### src/rtl/stable_bus_sampler.sv
// Captures a slowly changing asynchronous bus: two-stage sampling, and the output only
// loads once both stages agree, so a bus caught mid-transition is never propagated.
module stable_bus_sampler #(
  parameter int W = 8
) (
  input  logic         clk,
  input  logic         rst,
  input  logic [W-1:0] i_bus,
  output logic [W-1:0] o_bus
);

  logic [W-1:0] s1_q;
  logic [W-1:0] s2_q;
  logic [W-1:0] hold_q;
  logic [W-1:0] hold_d;

  always_comb begin
    if (s1_q == s2_q) begin
      hold_d = s2_q;
    end else begin
      hold_d = hold_q;
    end
  end

  always_ff @(posedge clk or posedge rst) begin
    if (rst) begin
      s1_q   <= '0;
      s2_q   <= '0;
      hold_q <= '0;
    end else begin
      s1_q   <= i_bus;
      s2_q   <= s1_q;
      hold_q <= hold_d;
    end
  end

  assign o_bus = hold_q;

endmodule

### config.mk
export PLATFORM = sky130hd
export DESIGN_NAME = stable_bus_sampler
export DESIGN_NICKNAME = d
export VERILOG_FILES = /design/src/rtl/stable_bus_sampler.sv
export SDC_FILE = /design/constraint.sdc
export NUM_CORES = 1
export LEC_CHECK = 0
export CORE_MARGIN = 2
export CORE_UTILIZATION = 30
export CTS_BUF_LIST = sky130_fd_sc_hd__clkbuf_16
export DETAILED_ROUTE_END_ITERATION = 8
export RECOVER_POWER = 100
export SLEW_MARGIN = 20
export SYNTH_ARGS = -nofsm -noshare
export SYNTH_HDL_FRONTEND = slang
export SYNTH_SLANG_ARGS = --single-unit
### constraint.sdc
create_clock -name clk -period 2 [get_ports clk]
set_clock_uncertainty 0.2 [all_clocks]
set_input_delay 0.3 -clock clk [delete_from_list [all_inputs] [get_ports clk]]
set_output_delay 0.3 -clock clk [all_outputs]
set_load 0.005 [all_outputs]
======== Yosys cells after proc, flatten, opt, wreduce, memory -nomap -nowiden ========
Cells that the tools add are included.
word-level totals
  bits in registers ....................... 24
  bits in latches ......................... 0
  memory bits (writable) .................. 0
  memory bits (read-only) ................. 0
  bits of input ports ..................... 10
  output and inout port bits .............. 8
  word-level logic and storage cells ...... 4
  memories ................................ 0
operators by class
  $add $sub $neg .......................... 0
  multiply operators ...................... 0
  divide/modulo/power cells ............... 0
  $lt $le $gt $ge ......................... 0
  eq/ne operators ......................... 1
  shift operators ......................... 0
  muxes and demuxes ....................... 0
  bitwise logic cells ..................... 0
  reduce and logical (&&, ||, !) cells .... 0
operator list
  cell          number
  $eq A8 B8 Y1  1

======== Depth between registers and ports, before layout ========
  depth in word-level cells ............... 1
  mapped depth ............................ 4
  mapped depth without buffers ............ 4

======== Least setup slack after synthesis ========
Ideal clock, no wire load.
  path type ............................... reg2reg
  start point ............................. register s2_q[5]
  end point ............................... register hold_q[0] (netlist: o_bus[0])
  setup time .............................. 0.125 ns
  arrival ................................. 1.282 ns
  data required time ...................... 1.675 ns
  setup slack ............................. 0.393 ns
  cell stages (with the launch flop) ...... 5
  path buffers ............................ 0
  clock period less this slack ............ 1.607 ns
  path through ............................ dfrtp_1 > xor2_1 > nor4_1 > nand2_1 > mux2_2
between the ends
  word-level cells in the longest chain between the ends .. 1
RTL lines
  item                    line  RTL
  start, declared         13    logic [W-1:0] s2_q;
  start signal, assigned  32    s2_q <= s1_q;
  $eq A8 B8 Y1            18    if (s1_q == s2_q) begin
  end signal, assigned    33    hold_q <= hold_d;
  end, declared           14    logic [W-1:0] hold_q;
No other way between the ends.
A chain may end at the register's enable or synchronous reset.

======== Final worst setup path ========
  start point ............................. register s2_q[5]
  end point ............................... register hold_q[3] (netlist: o_bus[3])
The elaborated chain is that of the path after synthesis.

==> summary.md <==
| Metric | Value |
|---|---|
| Critical path required time | `just under 2 ns` |
| Post-CTS setup buffer count | `0` |
| H-tree Lvls | `1` |
| # IOs | `18` |
| Hold Fails Final Rpt | `0` |
| Root Buffer | `clkbuf_16` |
| Starting Density | `31.5%` |
| Seq cells post-synth | `24` |
| IO buf count | `17` |
| Worst vdd ir | `0.383 mV` |
| TritonCTS buffer count | `3` |
| Ant diodes | `0` |
| Std cell rows | `18` |
| Vias per cell | `4.27` |
| # setup viols final | `0` |
| Final net count | `77` |
| Leak pwr | `0.513 nW` |
| Clk slew on worst S/H paths | `0.06 ns` |
| First-pass GRT wire length | `1910 µm` |
| Vias in the first global route | `around 420` |
| Synth area leader | `dfrtp_1` |
| MaxCap Viol Count | `0` |
| Fmax | `between 500 and 600 MHz` |
| Gate Count Post-Synth | `44` |
| TritonCTS Sinks | `24` |
| Die H | `55.0 µm` |
| Placeable Area | `2480 µm²` |
| DR WL/cell | `11.8 µm` |
| Chip width | `55.0 µm` |
| RSZ-0062 raised after global routing | `no` |
| Synth Flop Type | `dfrtp_1` |
| Grt ovf | `0` |
| Hold-fix buffers, CTS | `0` |
| CP endpoint kind | `register` |
| Startpoint types | `register` |
| Drt initial violations | `0` |
| Post-layout min period | `1.82 ns` |
| Residual DRC count | `0` |
| Synthesized area | `781 µm²` |
| Top cell type's share of synthesized area | `76.9%` |
| Largest net degree at the start of global routing | `25` |
| Final max-slew violation count | `0` |
| CTS tree | `built` |
| Arr. time, crit path | `around 1.8 ns` |
| Number of enable flip-flop cells after synthesis | `0` |
| HPWL Detailed | `806 µm` |
| Post-synth cell types | `6` |
| Syn_nets | `54` |
| Most frequent cell after synthesis | `dfrtp_1` |
| Asr flop ratio synth | `100%` |
| Antenna viol nets, final | `0` |
| Layout cell share with drive strength beyond 1 | `18.5%` |
| Area contributors post-synth | `dfrtp_1, mux2_2, xor2_1, nor4_1, inv_1` |
| Multi-input gate area | `176 µm²` |
| GRT Total Usage | `9.50%` |
| Tcrit/Tclk final | `90.9%` |
| Critical path peak fanout | `8` |
| Worst hold-check path type | `reg -> reg` |
| Via Count | `a little over 400` |
| First-pass DRT Iterations | `1` |
| Routability cong. | `0.630` |
| Sequential share of the synthesized area | `76.9%` |
| Mapped Avg Cell Area | `17.7 µm²` |
| Total power | `1.06 mW` |
| Fill cell total of the finished layout | `232` |
| Sum Neg Setup Slack | `0 ns` |
| Max Root-Sink Buffers | `2` |
| WL final | `1120 µm` |
| Post-CTS sizing | `0` |
| Clk_lat worst skew | `between 0.2 and 0.3 ns` |
| Post-synth top cells | `dfrtp_1, mux2_2, xor2_1` |
| PD cells | `989 nW/µm²` |
| Die area | `3030 µm²` |
| Initial antenna violation count | `0` |
| Slew HR | `slightly above 60%` |
| Outcome | `complete, no violations` |
| Tightest Pin Transition | `roughly 0.57 ns` |
| Synth-to-layout area growth | `36.9%` |
| Kind of critical path | `reg -> reg` |
| Yosys warnings | `0` |
| Register area | `601 µm²` |
metal layers:
layer  vias up  routed length [µm]  GRT usage [%]
met5         -                   0              0
met4         0                   0           6.10
met3         0                  50           3.23
met2         9                 584           14.9
met1       206                 488           11.1
li1        191                   -              -
area by class of cell:
cell class              count  share of cell area, %
clock buffers               3                   7.03
inverters                   1                  0.351
multi-input cells          19                   16.5
flip-flops and latches     24                   56.2
well taps                  30                   3.51
repair buffers             18                   16.4
where the power goes:
part           switching [mW]  internal [mW]
Combinational          0.0340         0.0670
Clock                   0.144          0.263
Sequential             0.0219          0.527
Total                   0.200          0.857
critical path: stages, from the launching register on:
cell,delay [ns]
dfrtp_1,0.38
xor2_1,0.16
nor4_1,0.32
nand2_1,0.29
mux2_2,0.35
kinds of logic (layout without fill, tap and decap cells):
kind of cell  Yosys count  in the layout  synth area share, %
flops                  24             24                 76.9
xor+xnor                8              8                 8.97
mux                     8              8                 11.5
simple gates            3              3                 2.08
buf+inv                 1             22                0.480
cell usage in the layout (no fill, tap or decap):
cell type,synthesis,final
xor2_1,8,8
nand2_1,1,1
dlygate4sd3_1,0,17
inv_1,1,1
dfrtp_1,24,24
clkbuf_16,0,3
clkbuf_2,0,1
nor4_1,2,2
mux2_2,8,8
registers in the layout (all words and copies together), names as in the netlist:
signal	flops
o_bus	8
s1_q	8
s2_q	8
path summary, 6_finish.rpt:
path,startpoint,endpoint,slack [ns],cells past startpoint
min in group asynchronous,rst,s1_q[4]$_DFF_PP0_,0.42,3
setup / recovery,s2_q[5]$_DFF_PP0_,o_bus[3]$_DFFE_PP0N_,0.18,4
hold / removal,s1_q[3]$_DFF_PP0_,s2_q[3]$_DFF_PP0_,0.19,0
setup reg to reg,s2_q[5]$_DFF_PP0_,o_bus[3]$_DFFE_PP0N_,0.18,4
max in group asynchronous,rst,o_bus[6]$_DFFE_PP0N_,0.80,3
hold reg to reg,s1_q[3]$_DFF_PP0_,s2_q[3]$_DFF_PP0_,0.19,0
through the flow:
step	hold WS, ns	utilization [%]	cell area (µm²)	setup WS [ns]	cells
after detailed placement	0.182	40.2	996	0.195	92
after global placement	0.180	40.2	996	0.176	92
after global routing	0.199	43.1	1070	0.0503	95
after CTS	0.195	43.2	1070	0.188	95
final	0.192	43.1	1070	0.182	95
after floorplan	0.115	-	781	0.393	44
Note: power is estimated with default switching activity, not from simulation.
